==> src/rtl/pattern_seq_detector.sv <==
// Serial pattern recogniser for a one-bit stream. It is built as a KMP automaton whose transition
// tables are derived from PATTERN at elaboration time. It also keeps a saturating count of matches.
module pattern_seq_detector #(
   parameter int             LEN     = 4,
   parameter logic [LEN-1:0] PATTERN = 4'b1011,
   parameter bit             OVERLAP = 1'b1,
   parameter int             CNT_W   = 8,
   parameter int             ST_W    = $clog2(LEN + 1)
) (
   input  logic             clk,
   input  logic             rst,
   input  logic             clear,
   input  logic             in_valid,
   input  logic             in_bit,
   output logic             match,
   output logic [CNT_W-1:0] match_cnt,
   output logic             cnt_sat,
   output logic [ST_W-1:0]  state
);

   // The entry for progress k is the longest suffix of (prefix_k, b) that is also a pattern prefix.
   // Pattern character i, in arrival order, is PATTERN[LEN-1-i].
   function automatic logic [LEN*ST_W-1:0] buildTrans(input logic b);
      logic [LEN*ST_W-1:0] t;
      logic [16:0]         s;
      int                  best;
      bit                  ok;
      t = '0;
      for (int k = 0; k < LEN; k++) begin
         s = '0;
         for (int i = 0; i < k; i++) s[i] = PATTERN[LEN-1-i];
         s[k] = b;
         best = 0;
         for (int j = 1; j <= k + 1; j++) begin
            ok = 1'b1;
            for (int x = 0; x < j; x++)
               if (s[k+1-j+x] != PATTERN[LEN-1-x]) ok = 1'b0;
            if (ok) best = j;
         end
         t[k*ST_W +: ST_W] = ST_W'(best);
      end
      return t;
   endfunction

   function automatic int longestBorder();
      int  best;
      bit  ok;
      best = 0;
      for (int j = 1; j < LEN; j++) begin
         ok = 1'b1;
         for (int x = 0; x < j; x++)
            if (PATTERN[j-1-x] != PATTERN[LEN-1-x]) ok = 1'b0;
         if (ok) best = j;
      end
      return best;
   endfunction

   localparam logic [LEN*ST_W-1:0] TRANS0  = buildTrans(1'b0);
   localparam logic [LEN*ST_W-1:0] TRANS1  = buildTrans(1'b1);
   localparam logic [ST_W-1:0]     RESTART = OVERLAP ? ST_W'(longestBorder()) : '0;

   logic [ST_W-1:0]  state_q, state_d, nextK;
   logic             match_q, match_d;
   logic [CNT_W-1:0] matchCnt_q, matchCnt_d;
   logic             cntSat_q, cntSat_d;

   always_ff @(posedge clk) begin
      if (rst) begin
         state_q    <= '0;
         match_q    <= 1'b0;
         matchCnt_q <= '0;
         cntSat_q   <= 1'b0;
      end else begin
         state_q    <= state_d;
         match_q    <= match_d;
         matchCnt_q <= matchCnt_d;
         cntSat_q   <= cntSat_d;
      end
   end

   // Clear takes precedence over a valid bit, so a bit that arrives together with clear is discarded.
   always_comb begin
      state_d    = state_q;
      match_d    = 1'b0;
      matchCnt_d = matchCnt_q;
      cntSat_d   = cntSat_q;
      nextK      = '0;
      if (clear) begin
         state_d    = '0;
         matchCnt_d = '0;
         cntSat_d   = 1'b0;
      end else if (in_valid) begin
         nextK = in_bit ? TRANS1[int'(state_q)*ST_W +: ST_W]
                        : TRANS0[int'(state_q)*ST_W +: ST_W];
         if (nextK == ST_W'(LEN)) begin
            match_d = 1'b1;
            state_d = RESTART;
            if (!(&matchCnt_q)) begin
               matchCnt_d = matchCnt_q + 1'b1;
               if (&matchCnt_d) cntSat_d = 1'b1;
            end
         end else begin
            state_d = nextK;
         end
      end
   end

   assign match     = match_q;
   assign match_cnt = matchCnt_q;
   assign cnt_sat   = cntSat_q;
   assign state     = state_q;

endmodule

==> config.mk <==
export PLATFORM = sky130hd
export DESIGN_NAME = pattern_seq_detector
export DESIGN_NICKNAME = d
export VERILOG_FILES = /design/src/rtl/pattern_seq_detector.sv
export SDC_FILE = /design/constraint.sdc
export NUM_CORES = 1
export LEC_CHECK = 0
export CORE_MARGIN = 5
export CORE_UTILIZATION = 47
export DETAILED_ROUTE_END_ITERATION = 10
export PLACE_DENSITY = 0.77
export SLEW_MARGIN = 20
export SYNTH_ARGS = -nofsm -noshare
export SYNTH_HDL_FRONTEND = slang
export SYNTH_SLANG_ARGS = --single-unit
==> constraint.sdc <==
create_clock -name clk -period 1.8 [get_ports clk]
set_clock_uncertainty 0.05 [all_clocks]
set_input_delay 0.18 -clock clk [delete_from_list [all_inputs] [get_ports clk]]
set_output_delay 0.18 -clock clk [all_outputs]
set_load 0.02 [all_outputs]
# Word level (Yosys, flattened, before mapping)
# Cells that the tools add are included.
dict set report totals {
  inputBits 5
  regBits 13
  output_inout_bits 13
  wordCells 19
}
dict set report classes {
  shift 2
  n_reduce_logical 5
  bitwise_logic 2
  addsub 1
  n_mux 3
  multipliers 1
  n_eq_ne 1
}
# op n
set ops {}
lappend ops {{indexed part select 12 x 32 -> 3 bit, first input constant} 1}
lappend ops {{indexed part select 12 x 6 -> 3 bit, first input constant} 1}
lappend ops {{AND reduction 11 bit} 1}
lappend ops {{adder 8 x 1 -> 8 bit, second input constant} 1}
lappend ops {{AND reduction 8 bit} 1}
lappend ops {{2-to-1 mux 3 bit} 2}
lappend ops {{multiplier 3 x 2 -> 5 bit, second input constant} 1}
lappend ops {{equality test 3 bit, second input constant} 1}
lappend ops {{AND reduction 3 bit} 1}
lappend ops {{OR reduction 3 bit} 1}
lappend ops {{NOT 1 bit} 2}
lappend ops {{OR reduction 2 bit} 1}
lappend ops {{2-to-1 mux 1 bit} 1}

# Logic depth before layout (Yosys ltp)
# Gate-level depths: netlist of run 1.
dict set report depth {
  word_depth 5
  depth_mapped 7
  depth_no_buf 6
}

# Least setup slack after synthesis of run 1
# OpenSTA, ideal clock, no wires.
dict set report synth_path {
  kind {flip-flop to flip-flop}
  from {register state_q[0] (netlist: state[0])}
  to {register matchCnt_q[4] (netlist: match_cnt[4])}
  arrival_ns 1.650
  required_time_ns 1.615
  period_less_slack_ns 1.835
  slack_ns -0.035
  path_stages_with_launch 8
  cell_sequence {dfxtp_1 inv_1 ha_1 mux2i_1 o211ai_2 buf_2 o311ai_0 o41ai_1}
}
dict set report synth_via {
  elab_chain_cells 5
  word_cells_on_any_way 6
}
# element line_no
set synth_rtl {}
lappend synth_rtl {{start, declared} 62} ;# logic [ST_W-1:0] state_q, state_d, nextK;
lappend synth_rtl {{start signal, assigned} 74} ;# state_q <= state_d;
lappend synth_rtl {{multiplier 3 x 2 -> 5 bit (*)} {93, 94}}
lappend synth_rtl {{indexed part select 12 x 6 -> 3 bit or indexed part select 12 x 32 -> 3 bit (tied branches)} {94, 93}}
lappend synth_rtl {{2-to-1 mux 3 bit (*)} 93} ;# nextK = in_bit ? TRANS1[int'(state_q)*ST_W +: ST_W]
lappend synth_rtl {{equality test 3 bit (*)} 95} ;# if (nextK == ST_W'(LEN)) begin
lappend synth_rtl {{AND reduction 3 bit (no line) (*)} --}
lappend synth_rtl {{end signal, assigned} 76} ;# matchCnt_q <= matchCnt_d;
lappend synth_rtl {{end, declared} 64} ;# logic [CNT_W-1:0] matchCnt_q, matchCnt_d;
# Mark *: on every way between the ends. The rest lies on a longest branch, timed or not.
# A chain may end at the register's enable or synchronous reset.

# Worst setup path after layout of run 1
dict set report layout_path {
  from {register state_q[0] (netlist: state[0])}
  to {register matchCnt_q[5] (netlist: match_cnt[5])}
}
# The elaborated chain is that of the path after synthesis.

==> impl_metrics.ini, run 1 <==
[worst_setup_path]
reg2reg_to = match_cnt[5]
timing_worst_setup_path_type = reg2reg
critical_path_arrival_ps = 1890
reg2reg_from = state[0]
timing.critical_path.to = match_cnt[5]
worstPathRequired_ps = 1970
setup.worst_path.start = state[0]
setup.reg_to_reg.worst_slack_ps = 80
r2r.worst_path.cells = 6
setup.worst_path.start_class = register
worst-path-max-fanout = 7
worst_setup_path_end_kind = register

[logic_synthesis]
synth.ff_latch_count = 13
yosysUniqueCellTypes = 33
seq_area_frac_synth_pct = 35.31
synth_warnings = 0
synth.cell_area_sq_um = 737.0
synth_enable_flop_cells = 0
asyncSetResetFlopFracSynth_pct = 0
synthesis.instances = 86
synth.net_count = 95
avgSynthCellArea_sq_um = 8.569
ys.flop_type = sky130_fd_sc_hd__dfxtp_1

[timing]
timing.final.setup_violations = 0
slew_headroom_pct = 79.96
rsz0062_at_grt = false
slew_viol_final = 0
clock.fmax_mhz = 580.4
worst_pin_slew_ps = 296.7
post-route-period-util_pct = 95.73
final_hold_viol_count = 0
post-route-min-period_ps = 1723
setup_ws_ps = 76.94

[cts]
worst_skew_pair.late_latency_ps = 280
tritoncts.num_buffers = 3
cts-root-to-sink-buffers = 2
cts_max_level = 1
cts_hold_buffers = 0
tritoncts = built
cts.reportedPaths.clkPinSlew_ps = 80
tritoncts_num_sinks = 13
clockRootBuffer = sky130_fd_sc_hd__clkbuf_4

[detailed_routing]
drt-pass1-iter-count = 4
wl_microns = 1949
vias = 799
wl_per_cell_microns = 14.23
drt-initial-drc-count = 30
post-route-drc-count = 0
route.detailed.vias_per_inst = 5.832
drt.antenna.violating_nets = 0

[power]
p_seq_share_pct = 55.2
pleak_nw = 0.4325
p_sw_share_pct = 23.64
clock_power_share_pct = 35.3
worst_ir_drop_vdd_v = 0.0004077
power.density_cell_area_nw_per_um2 = 471.1
internal-power_mw = 0.3992
pwr-share-comb_pct = 9.5
netSwitchingPower_mw = 0.1236

[floorplan]
floorplan.die_area_sq_um = 2460
fp.dieH_microns = 49.60
width_of_the_die_microns = 49.60
placeableCoreArea_sq_um = 1489
initial_core_util_pct = 49.50
number_of_top_level_pins = 18
num_rows = 14

[final_layout]
fraction_of_final_layout_cells_with_drive_strength_greater_than_1_pct = 29.75
post_layout_instance_area_sq_um = 1110
area_growth_pct = 50.59
num-nets-final = 131
antennaDiodeCount = 0

[place]
post_place_setup_slack_ps = -287.7
dpl_cell_area_sq_um = 1017
place_congestion = 0.8194
hpwlAfterDp_microns = 1315
numPortBuffers = 17

[run]
maxCapViolCount = 0

[global_routing]
grt_first_pass_wirelength_microns = 3194
vias_in_the_first_global_route = 713
grt_overflow = 0
grt_antenna_before_repair = 0
grt_usage_pct = 16.38
grt_max_degree = 11

[outcome]
run_status = complete, no violations

[min_path]
hold_path_class = in2reg
-- sequential cells by signal, summed over array words and instances, names as in the netlist --
register,count
match_cnt,8
match,1
cnt_sat,1
state,3
-- critical path: stages (launching register included) --
cell	delay [ps]
sky130_fd_sc_hd__dfxtp_4	360
sky130_fd_sc_hd__inv_1	40
sky130_fd_sc_hd__ha_2	170
sky130_fd_sc_hd__mux2i_2	230
sky130_fd_sc_hd__o211ai_4	150
sky130_fd_sc_hd__or4_4	530
sky130_fd_sc_hd__a21oi_2	130
-- per-stage QoR --
stage / setup TNS (ps) / power (mW) / hold slack [ps] / utilization [%] / instances
3_5_place_dp: -1543 / 0.3389 / 486.6 / 68.32 / 130
3_3_place_gp: -1069 / 0.3381 / 482.3 / 68.32 / 130
5_1_grt: 0 / 0.5457 / 515.6 / 74.54 / 137
4_1_cts: 0 / 0.5211 / 498.7 / 71.43 / 135
6_report: 0 / 0.5228 / 497.9 / 74.54 / 137
2_1_floorplan: 0 / 0.3140 / 300.5 / - / 86
-- how the worst min path moves through the flow --
stage,startpoint,depth (start not counted),slack (ps),to
after floorplan,in_valid,2,300,state[2]
after global placement,cnt_sat,2,480,cnt_sat
after detailed placement,match_cnt[3],2,490,match_cnt[3]
after CTS,match_cnt[5],2,500,match_cnt[5]
after global routing,in_bit,4,520,state[2]
final,in_bit,4,500,state[2]
-- logic make-up (layout without fill, tap and decap cells) --
| group | Yosys count | count (layout) | share of synthesized area [%] |
|---|---|---|---|
| multiplexers | 1 | 1 | 1.358 |
| XOR/XNOR | 2 | 2 | 2.377 |
| AO/OA/AOI/OAI | 26 | 26 | 23.09 |
| adder cells (fa/ha/maj) | 4 | 4 | 6.791 |
| AND/OR/NAND/NOR | 35 | 35 | 28.35 |
| buffers and inverters | 5 | 40 | 2.715 |
| flip-flops | 13 | 13 | 35.31 |
-- power groups by stage --
stage	Clock, mW	Combinational [mW]	Sequential, mW
finish	0.184	0.0497	0.289
global route	0.202	0.0544	0.289
CTS	0.184	0.0472	0.290
detailed placement	0	0.0422	0.297
global placement	0	0.0414	0.297
floorplan	0	0.0161	0.298
-- final cells by class --
| class | instances | area, sq um |
|---|---|---|
| sequential | 13 | 264.0 |
| tap | 16 | 20.02 |
| multi-input combinational | 68 | 495.5 |
| inverter | 3 | 11.26 |
| timing repair buffer | 33 | 292.8 |
| fill | 104 | 379.1 |
| clock buffer | 4 | 26.28 |
-- cell usage in the layout, fill, tap and decap left out, types with 2 or more instances in the layout --
cell                              instances
sky130_fd_sc_hd__o21ai_0                  7
sky130_fd_sc_hd__nor2_1                   6
sky130_fd_sc_hd__a31o_2                   2
sky130_fd_sc_hd__nand3_1                  2
sky130_fd_sc_hd__inv_1                    3
sky130_fd_sc_hd__or3_1                    3
sky130_fd_sc_hd__nand2_1                  6
sky130_fd_sc_hd__clkdlybuf4s50_1         16
sky130_fd_sc_hd__a21oi_2                  3
sky130_fd_sc_hd__nand4_1                  3
sky130_fd_sc_hd__nor3_1                   2
sky130_fd_sc_hd__o31ai_1                  2
sky130_fd_sc_hd__and2_1                   2
sky130_fd_sc_hd__a21oi_1                  6
sky130_fd_sc_hd__clkbuf_4                 3
sky130_fd_sc_hd__buf_4                   16
sky130_fd_sc_hd__ha_1                     3
sky130_fd_sc_hd__and4b_1                  2
sky130_fd_sc_hd__dfxtp_1                 12
sky130_fd_sc_hd__or4_4                    2
-- per-layer routing --
metal	GRT usage, %	vias up	part of all wire [%]
met5	0	-	0
met4	5.240	0	0.97
met3	3.916	3	8.3
met2	22.03	35	45
met1	25.05	365	46
li1	-	396	-
-- synthesized netlist by cell type (all sizes together), types with 3 or more instances --
| cell type | instances | area, sq um |
|---|---|---|
| inv | 3 | 11.26 |
| nand2 | 6 | 22.52 |
| and4b | 3 | 31.28 |
| nand4 | 3 | 18.77 |
| nand3 | 3 | 15.01 |
| a21oi | 9 | 45.04 |
| nor2 | 6 | 22.52 |
| ha | 4 | 50.05 |
| or3 | 3 | 18.77 |
| dfxtp | 13 | 260.3 |
| o21ai | 7 | 35.03 |
| nor3 | 3 | 20.02 |
-- what timing repair did --
item	CTS	global route
setup endpoints to repair	2	3
resized for setup	2	9
pin swaps	0	3
buffers inserted	1	2
endpoints found under the hold margin	0	0
Note: power is estimated with default switching activity, not from simulation.
==> run 2, diff against run 1 <==
--- a/config.mk
+++ b/config.mk
@@ -5,6 +5,7 @@
 export SDC_FILE = /design/constraint.sdc
 export NUM_CORES = 1
 export LEC_CHECK = 0
+export CAP_MARGIN = 15
 export CORE_MARGIN = 5
 export CORE_UTILIZATION = 47
 export DETAILED_ROUTE_END_ITERATION = 10
==> results of run 2 <==
Final layout, timing and power as in run 1 (identical DEF).
==> run 3, diff against run 2 <==
--- a/config.mk
+++ b/config.mk
@@ -6,7 +6,6 @@
 export NUM_CORES = 1
 export LEC_CHECK = 0
 export CAP_MARGIN = 15
-export CORE_MARGIN = 5
 export CORE_UTILIZATION = 47
 export DETAILED_ROUTE_END_ITERATION = 10
 export PLACE_DENSITY = 0.77
==> impl_metrics.ini, run 3 (synthesis results as in run 1) <==
[outcome]
run_status = complete, no violations

[floorplan]
fp.dieH_microns = 41.60
num_rows = 13
number_of_top_level_pins = 18
width_of_the_die_microns = 41.60
floorplan.die_area_sq_um = 1730
placeableCoreArea_sq_um = 1383
initial_core_util_pct = 53.30

[timing]
final_hold_viol_count = 0
timing.final.setup_violations = 0
setup_ws_ps = 45.86
post-route-period-util_pct = 97.45
worst_pin_slew_ps = 322.3
clock.fmax_mhz = 570.1
slew_viol_final = 0
slew_headroom_pct = 78.43
fin_tns_setup_ps = 0
post-route-min-period_ps = 1754

[global_routing]
grt_usage_pct = 24.98
grt_max_degree = 12
groute.layer.met3.usage_pct = 5.652
vias_in_the_first_global_route = 725
grt_first_pass_wirelength_microns = 3325
grt-busiest-layer = met2
gr-usage-met2_pct = 41.25
met1_track_usage_gr_pct = 31.62
grt_antenna_before_repair = 0
grt_overflow = 0

[worst_setup_path]
worstPathCellList = inv_1, ha_2, mux2i_4, buf_4, buf_4, o211a_1, and4b_1, nor3_1
worst_setup_path_end_kind = register
master_of_the_slowest_instance_on_the_critical_path = sky130_fd_sc_hd__dfxtp_4
timing_worst_setup_path_type = reg2reg
worst-path-max-fanout = 5
reg2reg_from = state[0]
worstPathRequired_ps = 1960
critical-path-max-stage-delay_ps = 360
setup.worst_path.start = state[0]
setup.worst_path.start_class = register
critical_path_arrival_ps = 1910
crit_path_most_repeated_cell = sky130_fd_sc_hd__buf_4

[min_path]
hold_path_class = reg2reg
worstHoldStart = cnt_sat

[cts]
tritoncts_num_sinks = 13
worst_skew_pair.late_latency_ps = 280
cts.reportedPaths.clkPinSlew_ps = 80
cts_hold_buffers = 0
cts_max_level = 1
tritoncts = built
tritoncts.num_buffers = 3
clockRootBuffer = sky130_fd_sc_hd__clkbuf_4
cts-root-to-sink-buffers = 2

[final_layout]
fin_util_pct = 77.65
area_growth_pct = 45.67
antennaDiodeCount = 0
non_filler_cells_in_the_finished_layout = 132
num-nets-final = 127
n_fill_cell = 104
post_layout_instance_area_sq_um = 1074
leading_cell_type_in_the_layout_fill_and_taps_excluded = sky130_fd_sc_hd__clkdlybuf4s50_1
largest_register_ff_count = 8
fraction_of_final_layout_cells_with_drive_strength_greater_than_1_pct = 23.93
final_cell_mix = 16 x sky130_fd_sc_hd__clkdlybuf4s50_1, 12 x sky130_fd_sc_hd__dfxtp_1, 12 x sky130_fd_sc_hd__buf_4

[detailed_routing]
route.detailed.vias_per_inst = 5.864
drt-pass1-iter-count = 4
drt.antenna.violating_nets = 0
wl_per_cell_microns = 15.20
drt-initial-drc-count = 13
wl_microns = 2007
post-route-drc-count = 0
vias = 774

[place]
placedCellCount = 127
hpwlAfterDp_microns = 1445
post_place_setup_slack_ps = -371.6
place_congestion = 0.7698
dpl_cell_area_sq_um = 1001
numPortBuffers = 17

[power]
pleak_nw = 0.4175
worst_ir_drop_vdd_v = 0.0004076
power.density_cell_area_nw_per_um2 = 485.1

[run]
maxCapViolCount = 0
==> run 3: cell count changes in the layout (fill, tap and decap cells not counted), sizes merged <==
cell / change
buf: -4
dlygate4sd2: +1
dlymetal6s2s: -1
==> run 3: area by class of cell <==
class	instances	area, sq um	share of cell area, %
clock buffer	4	26.28	2.448
tap	15	18.77	1.748
timing repair buffer	29	259.0	24.13
multi-input combinational	68	494.2	46.04
inverter	3	11.26	1.049
sequential	13	264.0	24.59
==> run 3: report_power, final <==
group          total (mW)  internal, mW  switching (mW)
combinational      0.0459        0.0221          0.0238
clock               0.186        0.0860          0.0996
sequential          0.289         0.288         0.00162
total               0.521         0.396           0.125
==> run 3: path summary, 6_finish.rpt <==
check,endpoint,slack (ps),cells after the start
worst max-delay path,match_cnt[6],50,8
worst max register to register,match_cnt[6],50,8
worst min register to register,cnt_sat,510,2
worst min-delay path,cnt_sat,510,2
==> run 3: stage by stage <==
stage                     power (mW)  hold WS [ps]
after floorplan               0.3140         300.5
after global placement        0.3336         485.6
after detailed placement      0.3357         488.2
after CTS                     0.5225         512.3
after global routing          0.5428         536.7
final                         0.5207         510.6
==> run 3: critical path: cells and delay by family (launching register included) <==
kind            cells  cell delay, ps
fa+ha+maj           1             200
flops               1             360
mux                 1              90
compound gates      1             280
simple gates        2             360
buf+inv             3             340
==> run 3: metal layers <==
layer  vias up  share of wire, %
met2        16                49
met4         0               1.4
li1        390                 -
met5         -                 0
met1       364                46
met3         4               3.0
==> run 3: timing repair <==
item                                    CTS  global route
setup buffers                             0             1
gates resized for setup                   6             3
endpoints found under the setup margin    3             4
pin swaps                                 0             2
==> variant, RTL diff (settings of run 1) <==
Register the inputs `clear`, `in_valid` and `in_bit` before use. The logic sees them one clock later.
--- a/src/rtl/pattern_seq_detector.sv
+++ b/src/rtl/pattern_seq_detector.sv
@@ -17,6 +17,16 @@
    output logic             cnt_sat,
    output logic [ST_W-1:0]  state
 );
+
+   logic clear_q;
+   logic in_valid_q;
+   logic in_bit_q;
+
+   always_ff @(posedge clk) begin
+      clear_q    <= clear;
+      in_valid_q <= in_valid;
+      in_bit_q   <= in_bit;
+   end
 
    // The entry for progress k is the longest suffix of (prefix_k, b) that is also a pattern prefix.
    // Pattern character i, in arrival order, is PATTERN[LEN-1-i].
@@ -85,12 +95,12 @@
       matchCnt_d = matchCnt_q;
       cntSat_d   = cntSat_q;
       nextK      = '0;
-      if (clear) begin
+      if (clear_q) begin
          state_d    = '0;
          matchCnt_d = '0;
          cntSat_d   = 1'b0;
-      end else if (in_valid) begin
-         nextK = in_bit ? TRANS1[int'(state_q)*ST_W +: ST_W]
+      end else if (in_valid_q) begin
+         nextK = in_bit_q ? TRANS1[int'(state_q)*ST_W +: ST_W]
                         : TRANS0[int'(state_q)*ST_W +: ST_W];
          if (nextK == ST_W'(LEN)) begin
             match_d = 1'b1;
Formal check against the unedited RTL: not equivalent (Yosys sat finds a counterexample within 4 cycles, from zero or initial values).
==> variant against run 1 <==
Final cell count increased by 1.5%. Sequential cell count increased by 3. Total power increased by 24%. Global-route usage increased by 0.64 points. Non-clock buffer count decreased by 1. Worst setup slack got worse by 0.0018 ns. Critical path depth unchanged. Cell area increased by 5.3%. Sequential power increased by 26%. Synthesized area increased by 8.1%. Utilization increased by 0.42 points. Routed wire length increased by 4.0%. Critical path type unchanged. Critical endpoint is now match_cnt[7]. Highest routed layer unchanged.
==> variant: results (changes against run 1) <==
* Post-synthesis sequential area ratio at 0.402 (+0.0487)
* Num CTS Buffers at 3 (unchanged)
* Adder-Cell Fraction of Synth Area at 0.0628 (-0.00512)
* Crit path to: match_cnt[7]
* Reg2Reg Depth at 6 (unchanged)
* Tightest Hold Check Type: in -> reg
* WHS Path Cells at 1 (-3)
* Top cell type's share of synthesized area at 0.402 (+0.0487)
* Worst EP arrival at 1.86 ns (-0.03 ns)
* Critical path's top delay family: compound AO/OA/AOI/OAI gates
* Slowest Stage Delay on Critical Path at 0.39 ns (-0.14 ns)
* Placed cell count at 131 (+0.77%)
* Share of cells above drive strength 1 at 0.276 (-0.0211)
* DRT iter0 DRCs at 11 (-63%)
* Layout Cells excl Fill at 139 (+1.5%)
* WHS at 0.277 ns (-0.221 ns)
* XOR/XNOR share of the synthesized area at 0.0220 (-0.00179)
* Global-route wire length before repair at 3.44 mm (+7.6%)
* Largest net degree at the start of global routing at 12 (+1)
* Worst slew pin tran at 0.334 ns (+0.0370 ns)
* Leak pwr at 0.447 nW (+3.3%)
* Async SR Flop Fraction at 0 (unchanged)
* Fillers at 101 (-2.9%)
* Top cells by area, synth: dfxtp_1 (40%), ha_1 (6.3%), a21oi_1 (5.7%)
* Placer Congestion at 0.841 (+2.6%)
* Utilization after layout at 0.750 (+0.00422)
* Clk_lat worst skew at 0.28 ns (about the same)
* Wire per inst at 14.6 um (+2.5%)
* Post-synthesis mux area share at 0.0126 (-0.00102)
* Seq group at 0.363 mW (+26%)
* Syn avg cell area at 8.96 um2 (+4.5%)
* Clk pwr at 0.237 mW (+29%)
* Critical hold path startpoint: clear
* Syn_nets at 98 (+3.2%)
* Int Pwr at 0.506 mW (+27%)
* Max Freq at 0.580 GHz (-0.10%)
* WHS Endpoint: clear_q
* Commonest cells in the netlist: dfxtp_1 (16), a21oi_1 (9), o21ai_0 (7)
* Syn. warnings at 0 (unchanged)
* Status: completed
* Clk buf depth at 2 (unchanged)
* Worst Setup SP: in_bit_q
* Final HPWL DP at 1.40 mm (+6.3%)
* Switch Pwr at 0.141 mW (+14%)
* Drt pass-1 iters at 4 (unchanged)
* Slowest-stage cell, CP: dfxtp_4
* Fraction of the mapped netlist area in compound gates at 0.214 (-0.0174)
* Vias in the first global route at 789 (+11%)
* Dpl ws at -0.0258 ns (+0.262 ns)
* Total track usage at 0.170 (+0.00643)
* Via Count at 813 (+1.8%)
* Placed cell area at 1060 um2 (+4.4%)
* VDD IR max at 0.388 mV (-4.9%)
==> variant: cell count changes after synthesis, sizes merged <==
| cell | change |
|---|---|
| dfxtp | +3 |
==> variant: area by class of cell <==
cell class,count,area share
Multi-Input combinational cell,68,0.422
Inverter,3,0.00964
Timing Repair Buffer,32,0.242
Sequential cell,16,0.278
Tap cell,16,0.0171
Clock buffer,4,0.0310
==> variant: metal layers <==
layer | global-route usage | vias up | share of wire
li1 | - | 402 | -
met1 | 0.211 | 388 | 0.47
met2 | 0.270 | 21 | 0.47
met3 | 0.0494 | 2 | 0.047
met4 | 0.0807 | 0 | 0.0079
met5 | 0 | - | 0
==> variant: what timing repair did <==
| action | 4_1_cts | 5_1_grt |
|---|---|---|
| buffers inserted | 3 | 1 |
| hold buffers | 0 | 0 |
| pin swaps | 1 | 1 |
| setup endpoints to repair | 2 | 7 |
| gates resized for setup | 0 | 9 |
